--- src/rtl/cpu_result_sink_if.sv ---
// ============================================================================
// Module   : cpu_result_sink_if
// Brief    : CPU result stream handshake bundle (cpu = master, sink = slave)
// Revision : 1.0 - initial release
// ============================================================================
`default_nettype none

interface cpu_result_sink_if;
    logic       next_out;
    logic       data_out;
    logic       result_ready;
    logic [7:0] opcode;
    logic [7:0] operand_A;
    logic [7:0] operand_B;
    logic [7:0] result;
    logic       carry;
    logic       borrow;
    logic [7:0] pc;

    modport master (
        input  next_out,
        output data_out, result_ready, opcode, operand_A, operand_B,
               result, carry, borrow, pc
    );

    modport slave (
        output next_out,
        input  data_out, result_ready, opcode, operand_A, operand_B,
               result, carry, borrow, pc
    );
endinterface

`default_nettype wire

--- src/rtl/cpu_result_sink.sv ---
// ============================================================================
// Module   : cpu_result_sink
// Brief    : Requests CPU result records, buffers them in a FIFO and flags
//            dropped offers and PC-sequence breaks.
// Revision : 1.0 - initial release
// ============================================================================
`default_nettype none

module cpu_result_sink #(
    parameter int DEPTH = 8,
    parameter int AW    = 3,
    parameter int RECW  = 42
) (
    input  wire logic             clk,
    input  wire logic             rst_n,
    cpu_result_sink_if.slave      s_cpu,
    input  wire logic             i_enable,
    input  wire logic             i_rd_en,
    output logic                  o_rd_valid,
    output logic [RECW-1:0]       o_rd_data,
    output logic [AW:0]           o_count,
    output logic                  o_overflow,
    output logic                  o_pc_skip
);

    typedef enum logic [1:0] {
        S_IDLE  = 2'd0,
        S_ARMED = 2'd1,
        S_HOLD  = 2'd2
    } state_t;

    localparam logic [AW:0]   c_full    = (AW+1)'(DEPTH);
    localparam logic [AW:0]   c_cnt_one = (AW+1)'(1);
    localparam logic [AW:0]   c_almost  = c_full - c_cnt_one;
    localparam logic [AW-1:0] c_ptr_one = AW'(1);

    state_t            r_state;
    logic              r_next_out;
    logic [AW-1:0]     r_wr_ptr;
    logic [AW-1:0]     r_rd_ptr;
    logic [AW:0]       r_count;
    logic [RECW-1:0]   r_mem [DEPTH];
    logic              r_rd_valid;
    logic [RECW-1:0]   r_rd_data;
    logic              r_overflow;
    logic              r_pc_skip;
    logic              r_first;
    logic [7:0]        r_last_pc;

    logic              w_offer;
    logic              w_cap;
    logic              w_pop;
    logic              w_full;
    logic              w_wr;
    logic              w_bypass;
    logic [AW:0]       w_count_nxt;
    logic [AW:0]       w_count_after_pop;
    logic [AW-1:0]     w_rd_ptr_nxt;
    logic [RECW-1:0]   w_rec;

    assign w_offer = s_cpu.data_out & s_cpu.result_ready;
    assign w_cap   = r_next_out & w_offer;
    assign w_pop   = i_rd_en & r_rd_valid;
    assign w_full  = (r_count == c_full);
    assign w_wr    = w_cap & (~w_full | w_pop);
    assign w_rec   = {s_cpu.pc, s_cpu.opcode, s_cpu.operand_A, s_cpu.operand_B,
                      s_cpu.result, s_cpu.carry, s_cpu.borrow};

    always_comb begin
        w_count_nxt       = r_count;
        w_rd_ptr_nxt      = r_rd_ptr;
        w_count_after_pop = r_count;
        if (w_pop) begin
            w_rd_ptr_nxt      = r_rd_ptr + c_ptr_one;
            w_count_after_pop = r_count - c_cnt_one;
        end
        if (w_wr && !w_pop) begin
            w_count_nxt = r_count + c_cnt_one;
        end else if (!w_wr && w_pop) begin
            w_count_nxt = r_count - c_cnt_one;
        end
        // New head is the incoming record when nothing older remains after the pop
        w_bypass = w_wr && (w_count_after_pop == '0);
    end

    always_ff @(posedge clk) begin
        if (w_wr) begin
            r_mem[r_wr_ptr] <= w_rec;
        end
    end

    always_ff @(posedge clk or negedge rst_n) begin
        if (!rst_n) begin
            r_wr_ptr   <= '0;
            r_rd_ptr   <= '0;
            r_count    <= '0;
            r_rd_valid <= 1'b0;
            r_rd_data  <= '0;
        end else begin
            if (w_wr) begin
                r_wr_ptr <= r_wr_ptr + c_ptr_one;
            end
            r_rd_ptr   <= w_rd_ptr_nxt;
            r_count    <= w_count_nxt;
            r_rd_valid <= (w_count_nxt != '0);
            if (w_bypass) begin
                r_rd_data <= w_rec;
            end else if (w_count_nxt != '0) begin
                r_rd_data <= r_mem[w_rd_ptr_nxt];
            end
        end
    end

    always_ff @(posedge clk or negedge rst_n) begin
        if (!rst_n) begin
            r_state    <= S_IDLE;
            r_next_out <= 1'b0;
        end else begin
            case (r_state)
                S_IDLE: begin
                    if (i_enable) begin
                        if (r_count < c_full) begin
                            r_state    <= S_ARMED;
                            r_next_out <= 1'b1;
                        end else begin
                            r_state    <= S_HOLD;
                            r_next_out <= 1'b0;
                        end
                    end
                end
                S_ARMED: begin
                    if (!i_enable) begin
                        r_state    <= S_IDLE;
                        r_next_out <= 1'b0;
                    end else if (w_wr && !w_pop && (r_count == c_almost)) begin
                        r_state    <= S_HOLD;
                        r_next_out <= 1'b0;
                    end
                end
                S_HOLD: begin
                    if (!i_enable) begin
                        r_state    <= S_IDLE;
                        r_next_out <= 1'b0;
                    end else if (r_count < c_full) begin
                        r_state    <= S_ARMED;
                        r_next_out <= 1'b1;
                    end
                end
                default: begin
                    r_state    <= S_IDLE;
                    r_next_out <= 1'b0;
                end
            endcase
        end
    end

    always_ff @(posedge clk or negedge rst_n) begin
        if (!rst_n) begin
            r_overflow <= 1'b0;
            r_pc_skip  <= 1'b0;
            r_first    <= 1'b1;
            r_last_pc  <= '0;
        end else begin
            if (w_offer && !r_next_out) begin
                r_overflow <= 1'b1;
            end
            if (w_cap) begin
                if (!r_first && (s_cpu.pc != r_last_pc + 8'd1)) begin
                    r_pc_skip <= 1'b1;
                end
                r_first   <= 1'b0;
                r_last_pc <= s_cpu.pc;
            end
        end
    end

    assign s_cpu.next_out = r_next_out;
    assign o_rd_valid     = r_rd_valid;
    assign o_rd_data      = r_rd_data;
    assign o_count        = r_count;
    assign o_overflow     = r_overflow;
    assign o_pc_skip      = r_pc_skip;

endmodule

`default_nettype wire

--- src/flat_wrapper.sv ---
// flat-port wrapper written by rule: the top's interface ports become plain ports
module cpu_result_sink_flat 
#(
    parameter int DEPTH = 8,
    parameter int AW    = 3,
    parameter int RECW  = 42
)
  (clk, rst_n, i_enable, i_rd_en, o_rd_valid, o_rd_data, o_count, o_overflow, o_pc_skip, s_cpu_next_out, s_cpu_data_out, s_cpu_result_ready, s_cpu_opcode, s_cpu_operand_A, s_cpu_operand_B, s_cpu_result, s_cpu_carry, s_cpu_borrow, s_cpu_pc);
  cpu_result_sink_if s_cpu_i ();
  input  wire logic clk;
  input  wire logic rst_n;
  input  wire logic i_enable;
  input  wire logic i_rd_en;
  output logic o_rd_valid;
  output logic [RECW-1:0] o_rd_data;
  output logic [AW:0] o_count;
  output logic o_overflow;
  output logic o_pc_skip;
  output wire logic [$bits(s_cpu_i.next_out)-1:0] s_cpu_next_out;
  input wire logic [$bits(s_cpu_i.data_out)-1:0] s_cpu_data_out;
  input wire logic [$bits(s_cpu_i.result_ready)-1:0] s_cpu_result_ready;
  input wire logic [$bits(s_cpu_i.opcode)-1:0] s_cpu_opcode;
  input wire logic [$bits(s_cpu_i.operand_A)-1:0] s_cpu_operand_A;
  input wire logic [$bits(s_cpu_i.operand_B)-1:0] s_cpu_operand_B;
  input wire logic [$bits(s_cpu_i.result)-1:0] s_cpu_result;
  input wire logic [$bits(s_cpu_i.carry)-1:0] s_cpu_carry;
  input wire logic [$bits(s_cpu_i.borrow)-1:0] s_cpu_borrow;
  input wire logic [$bits(s_cpu_i.pc)-1:0] s_cpu_pc;
  assign s_cpu_next_out = s_cpu_i.next_out;
  assign s_cpu_i.data_out = s_cpu_data_out;
  assign s_cpu_i.result_ready = s_cpu_result_ready;
  assign s_cpu_i.opcode = s_cpu_opcode;
  assign s_cpu_i.operand_A = s_cpu_operand_A;
  assign s_cpu_i.operand_B = s_cpu_operand_B;
  assign s_cpu_i.result = s_cpu_result;
  assign s_cpu_i.carry = s_cpu_carry;
  assign s_cpu_i.borrow = s_cpu_borrow;
  assign s_cpu_i.pc = s_cpu_pc;
  cpu_result_sink #(.DEPTH(DEPTH), .AW(AW), .RECW(RECW)) u_core (.clk(clk), .rst_n(rst_n), .s_cpu(s_cpu_i), .i_enable(i_enable), .i_rd_en(i_rd_en), .o_rd_valid(o_rd_valid), .o_rd_data(o_rd_data), .o_count(o_count), .o_overflow(o_overflow), .o_pc_skip(o_pc_skip));
endmodule
--- config.mk ---
export PLATFORM = sky130hd
export DESIGN_NAME = cpu_result_sink_flat
export DESIGN_NICKNAME = d
export VERILOG_FILES = /design/src/rtl/cpu_result_sink_if.sv /design/src/rtl/cpu_result_sink.sv /design/src/flat_wrapper.sv
export SDC_FILE = /design/constraint.sdc
export NUM_CORES = 1
export LEC_CHECK = 0
export CORE_UTILIZATION = 40
export DETAILED_ROUTE_END_ITERATION = 8
export GPL_ROUTABILITY_DRIVEN = 0
export GPL_TIMING_DRIVEN = 0
export PLACE_DENSITY = 0.66
export SLEW_MARGIN = 20
export SYNTH_ARGS = -nofsm -noshare
export SYNTH_HDL_FRONTEND = slang
export SYNTH_SLANG_ARGS = --single-unit
--- constraint.sdc ---
create_clock -name clk -period 14.1 [get_ports clk]
set_input_delay 2.115 -clock clk [delete_from_list [all_inputs] [get_ports clk]]
set_output_delay 2.115 -clock clk [all_outputs]
set_load 0.01 [all_outputs]
======== After elaboration in Yosys (flattened, before gate mapping) ========
Memories as Yosys holds them, arrays and structs flattened.
Index checks and enable logic that the tools add are counted.
word-level totals
  memories kept ........................... 1
  RAM bits ................................ 336
  flip-flop bits (word level) ............. 67
  logic and storage cells ................. 70
  input port bits ......................... 48
  output and inout port bits .............. 50
cells by class
  reduce and logical (&&, ||, !) cells .... 16
  bitwise logic cells ..................... 6
  muxes and demuxes ....................... 22
  magnitude comparators ................... 1
  equality and inequality tests ........... 8
  add/sub/neg operators ................... 5
memory list
  name          depth  width  read ports  clocked after memory_dff  write ports  line                   text
  u_core.r_mem  8      42     1           0                         1            cpu_result_sink.sv:42  logic [RECW-1:0] r_mem [DEPTH];
operator list
  kind                                               count
  2-to-1 mux 42 bit                                  2
  2-to-1 mux 2 bit                                   6
  2-to-1 mux 4 bit                                   3
  adder 8 x 1 -> 8 bit, second input constant        1
  2-to-1 mux 1 bit                                   8
  != test 8 bit                                      1
  adder 3 x 1 -> 3 bit, second input constant        2
  logical AND 1 bit                                  6
  != test 3 x 2 -> 1 bit, second input constant      2
  case mux 2 bit (3 select lines)                    1
  adder 4 x 1 -> 4 bit, second input constant        1
  AND 1 bit                                          4
  == test 4 x 3 -> 1 bit, second input constant      1
  == test 4 bit, second input constant               1
  zero test 1 bit                                    4
  zero test 4 bit                                    1
  less-than comparator 4 bit, second input constant  1
  nonzero test 4 bit                                 1
  subtractor 4 x 1 -> 4 bit, second input constant   1
  2-to-1 mux 3 bit                                   1
  case mux 1 bit (3 select lines)                    1
  AND reduction 3 bit                                1
  == test 2 x 1 -> 1 bit, second input constant      1
  == test 2 bit, second input constant               1
  6 further kinds                                    6

======== Logic depth before layout (Yosys ltp) ========
  depth in word-level cells ............... 11
  gate-level depth with buffers ........... 11
  gate-level depth less buffers ........... 9

======== Worst setup path before layout ========
Ideal clock, no wire load.
  path kind ............................... input-to-reg
  from .................................... input port s_cpu_data_out
  to ...................................... memory u_core.r_mem[1][0] (enable)
  stages .................................. 4
  arrival ................................. 5595 ps
  required time ........................... 13607 ps
  buffers on the path ..................... 0
  setup time .............................. 493 ps
  slack ................................... 8012 ps
  cell sequence ........................... nand3_2 a21oi_1 nand2_1 nor3_1
on the way
  longest elaborated chain between the ends .. 5
ends and longest elaborated chain
  item                                    line                   text
  start: declaration                      flat_wrapper.sv:20     input wire logic [$bits(s_cpu_i.data_out)-1:0] s_cpu_data_out;
  AND 1 bit                               cpu_result_sink.sv:61  assign w_offer = s_cpu.data_out & s_cpu.result_ready;
  AND 1 bit                               cpu_result_sink.sv:62  assign w_cap = r_next_out & w_offer;
  AND 1 bit                               cpu_result_sink.sv:65  assign w_wr = w_cap & (~w_full | w_pop);
  2-to-1 mux 1 bit                        cpu_result_sink.sv:87  if (w_wr) begin
  2-to-1 mux 1 bit (not written as such)  cpu_result_sink.sv:88  r_mem[r_wr_ptr] <= w_rec;
  end: declaration                        cpu_result_sink.sv:42
Every way passes these cells.

======== Worst setup path after layout ========
  from .................................... input port s_cpu_data_out
  to ...................................... memory u_core.r_mem[0][26] (enable)
Same word-level chain as after synthesis.

==> impl_metrics.py <==
metrics = {
    "sta": {
        "skew_ns": 0.0131,
        "grt_setup_unrepaired": "no",
        "finalHoldViolCount": 0,
        "fin_crit_ns": 4.94,
        "worst_pin_slew_ns": 0.906,
        "tns_ns": 0,
        "slew_violations": 0,
        "timing.fmax_ghz": 0.202,
        "setup_ws_ns": 9.16,
        "slew_headroom": 0.396,
        "fin_crit_sh": 0.351,
        "setup_violations": 0,
    },
    "global_routing": {
        "grt_usage": 0.178,
        "antenna_found_initial": 2,
        "grt_max_degree": 40,
        "grt_pass1_vias": 8731,
        "grt_pass1_wl_mm": 54.4,
        "grt-ovfl-total": 0,
    },
    "layout": {
        "register_area_um2": 11800,
        "multi_input_area_um2": 4060,
        "layout-drive-gt1-share": 0.230,
        "fillCellCount": 3280,
        "nets": 1091,
        "area_growth_pct": 21.9,
    },
    "floorplan": {
        "initial_core_util": 0.410,
        "dieWidth_um": 202,
        "num_rows": 72,
        "die_area_um2": 40900,
        "boundaryPins": 98,
        "die_h_um": 202,
        "core_um2": 39100,
    },
    "logic_synthesis": {
        "synth_top_area_share": 0.629,
        "syn_area_um2": 16000,
        "synthMuxAreaShare": 0.156,
        "syn_inst": 871,
        "synth_top_family_by_area": "multiplexers",
        "seq_area_frac_synth": 0.734,
        "yosys.area.top_type": "edfxtp_1",
        "synthFlopType": "edfxtp_1",
        "synth-edff-count": 336,
        "synthSimpleGateAreaFrac": 0.0522,
        "async_flop_share": 0.166,
        "synthXorXnorAreaFrac": 0.0103,
        "synth_fa_ha_area_frac": 0.00390,
        "synth_common_cells": "edfxtp_1 (336), nand2_1 (105), mux4_2 (84)",
        "syn-num-nets": 924,
        "synth_area_leaders": "edfxtp_1 (63%), mux4_2 (12%), dfrtp_1 (10%), mux2_4 (2.7%), nand2_1 (2.5%)",
        "yosysWarnings": 0,
        "synth_compound_gate_area_share": 0.0275,
        "synth_cell_types": 50,
        "avgSynthCellArea_um2": 18.4,
        "synth_most_common_cell": "edfxtp_1",
        "synth.ff_latch_count": 403,
    },
    "critical_path": {
        "crit_family": "buffers and inverters",
        "reg2reg_from": "u_core.o_count[0]",
        "cp_data_arrival_time_ns": 5.19,
        "crit_cells": 10,
        "max_stage_delay_ns": 0.57,
        "cpMaxStageDelayCell": "nor3_2",
        "crit_path_end_kind": "flip-flop",
        "startpoint": "s_cpu_data_out",
        "cp-start-kind": "input port",
        "crit_chain": "clkdlybuf4s50_1, nand3_2, a21oi_1, nand2b_1, nor3_2, buf_6, buf_4, buf_4, buf_4, buf_4",
        "worst-path-buf-inv": 6,
        "r2r_slack_ns": 10.23,
        "critPathCapture": "u_core.r_mem[0][26]",
        "crit_type": "in -> reg",
        "critical_path.most_common_cell": "buf_4",
        "r2r_cells": 12,
        "worst_ep_required_time_ns": 14.34,
        "critPathMaxFanout": 8,
        "r2r_end": "u_core.r_mem[0][26]",
    },
    "cts": {
        "cts_setup_buffers": 0,
        "cts-resized-gates": 0,
        "cts_hold_buf": 0,
        "cts_tree": "built",
        "clkTransAtPathRegs_ns": 0.06,
        "clock_sinks": 403,
        "clk_path_buf_depth": 3,
        "htree_levels": 2,
        "clk_latency_ns": 0.54,
        "numCtsBuffers": 42,
        "root_buffer": "clkbuf_16",
    },
    "drt": {
        "route.detailed.wl_per_inst_um": 22.6,
        "via_per_inst": 5.35,
        "detail-route-antenna-nets": 0,
        "vias": 8515,
        "routed_wl_mm": 36.0,
        "drt_first_pass_iters": 4,
        "drt_iter0_drc": 724,
        "drc": 0,
    },
    "power_and_ir_drop": {
        "p_leak_nw": 6.79,
        "powerDensity_nw_per_um2": 220,
        "total_power_mw": 4.30,
        "worst_ir_drop_vdd_mv": 0.123,
    },
    "run": {
        "cap_violations": 0,
    },
    "place": {
        "hpwl_mm": 22.8,
        "dp_worst_setup_slack_ns": 8.63,
        "numPortBuffers": 97,
    },
    "status": {
        "status": "finished, final reports clean",
    },
    "worst_hold_path": {
        "hold_class": "reg -> reg",
        "hold_start": "u_core.o_overflow",
    },
}
-- cell families (layout without fill, tap and decap cells) --
kind of cell / Yosys count / count (layout)
other: 0 / 2
buffers and inverters: 55 / 256
AO/OA/AOI/OAI: 67 / 67
XOR/XNOR: 18 / 18
adder cells (fa/ha/maj): 5 / 5
multiplexers: 129 / 129
flip-flops: 403 / 403
AND/OR/NAND/NOR: 194 / 194
-- worst min-delay path by stage --
stage,end,cells past startpoint,slack [ns]
final,u_core.o_overflow,1,0.48
after global routing,u_core.o_overflow,1,0.49
after CTS,u_core.o_overflow,1,0.48
after detailed placement,u_core.o_overflow,1,0.47
after global placement,u_core.o_overflow,1,0.46
after floorplan,u_core.r_last_pc[7],2,0.47
-- flip-flops by register name, summed over array words and instances (netlist names) --
name / cells
u_core.r_wr_ptr: 3
u_core.s_cpu.next_out: 1
u_core.o_rd_valid: 1
u_core.r_rd_ptr: 3
u_core.r_mem: 336
u_core.r_first: 1
u_core.o_rd_data: 42
u_core.o_count: 4
u_core.r_state: 2
u_core.o_overflow: 1
u_core.o_pc_skip: 1
u_core.r_last_pc: 8
-- worst reg2reg max path, cell delays in order, from the launching register on --
cell	delay (ns)
dfrtp_1	0.38
clkbuf_1	0.27
inv_1	0.13
ha_1	0.27
and3b_1	0.22
a21oi_1	0.44
nand2b_1	0.35
nor3_2	0.57
buf_6	0.23
buf_4	0.20
buf_4	0.19
buf_4	0.17
buf_4	0.17
-- layer usage --
layer  GRT usage  routed length [um]
met4      0.0529                 718
met5           0                  12
met3      0.0285                1760
met1       0.257               16400
met2       0.281               17100
-- per-stage QoR --
stage / area, um^2 / std cells / hold slack [ns] / util
3_5_place_dp: 18100 / 1512 / 0.466 / 0.464
3_3_place_gp: 17700 / 1486 / 0.464 / 0.452
2_1_floorplan: 16000 / 871 / 0.467 / -
6_report: 19600 / 1592 / 0.479 / 0.500
4_1_cts: 19600 / 1590 / 0.481 / 0.500
5_1_grt: 19600 / 1590 / 0.491 / 0.500
-- cell type report --
type	count	area share
Sequential cell	403	0.602
Multi-Input combinational cell	413	0.207
Timing Repair Buffer	123	0.0718
Clock buffer	58	0.0616
Tap cell	518	0.0331
Buffer	41	0.0111
Clock inverter	20	0.0102
Inverter	14	0.00281
Antenna cell	2	0.000256
-- report_power, final --
| part | switching [mW] | total, mW | leakage [nW] | internal (mW) |
|---|---|---|---|---|
| clock network | 0.447 | 1.12 | 0.682 | 0.671 |
| logic | 0.800 | 1.67 | 2.29 | 0.875 |
| registers | 0.0824 | 1.51 | 3.82 | 1.43 |
-- layout by cell type (no fill, tap or decap), types with 2 or more instances in the layout --
cell type | netlist | routed
a32oi_1 | 2 | 2
buf_4 | 7 | 18
dfrtp_1 | 66 | 66
clkbuf_16 | 0 | 45
buf_16 | 0 | 9
buf_6 | 3 | 6
edfxtp_1 | 336 | 336
mux2_2 | 7 | 7
nor3_1 | 7 | 5
nor2_4 | 0 | 6
o21ai_0 | 8 | 8
nand2_1 | 105 | 105
clkbuf_1 | 19 | 29
a221oi_1 | 8 | 8
nor2_1 | 54 | 48
bufinv_16 | 0 | 4
a31oi_1 | 35 | 35
a21oi_1 | 7 | 7
nand2b_1 | 4 | 4
clkinvlp_4 | 0 | 3
clkbuf_8 | 0 | 3
ha_1 | 5 | 5
nand3_1 | 6 | 6
clkinv_1 | 1 | 7
inv_1 | 12 | 12
nand4_1 | 2 | 2
diode_2 | 0 | 2
and3_4 | 2 | 2
xnor2_1 | 14 | 14
clkdlybuf4s50_1 | 0 | 96
nor3_2 | 0 | 2
and2_1 | 3 | 3
mux2i_1 | 9 | 9
xor2_1 | 3 | 3
mux4_2 | 84 | 84
buf_12 | 0 | 4
mux2_4 | 29 | 29
clkinv_2 | 0 | 7
buf_2 | 11 | 11
No activity file was read; power rests on OpenSTA's default activity.
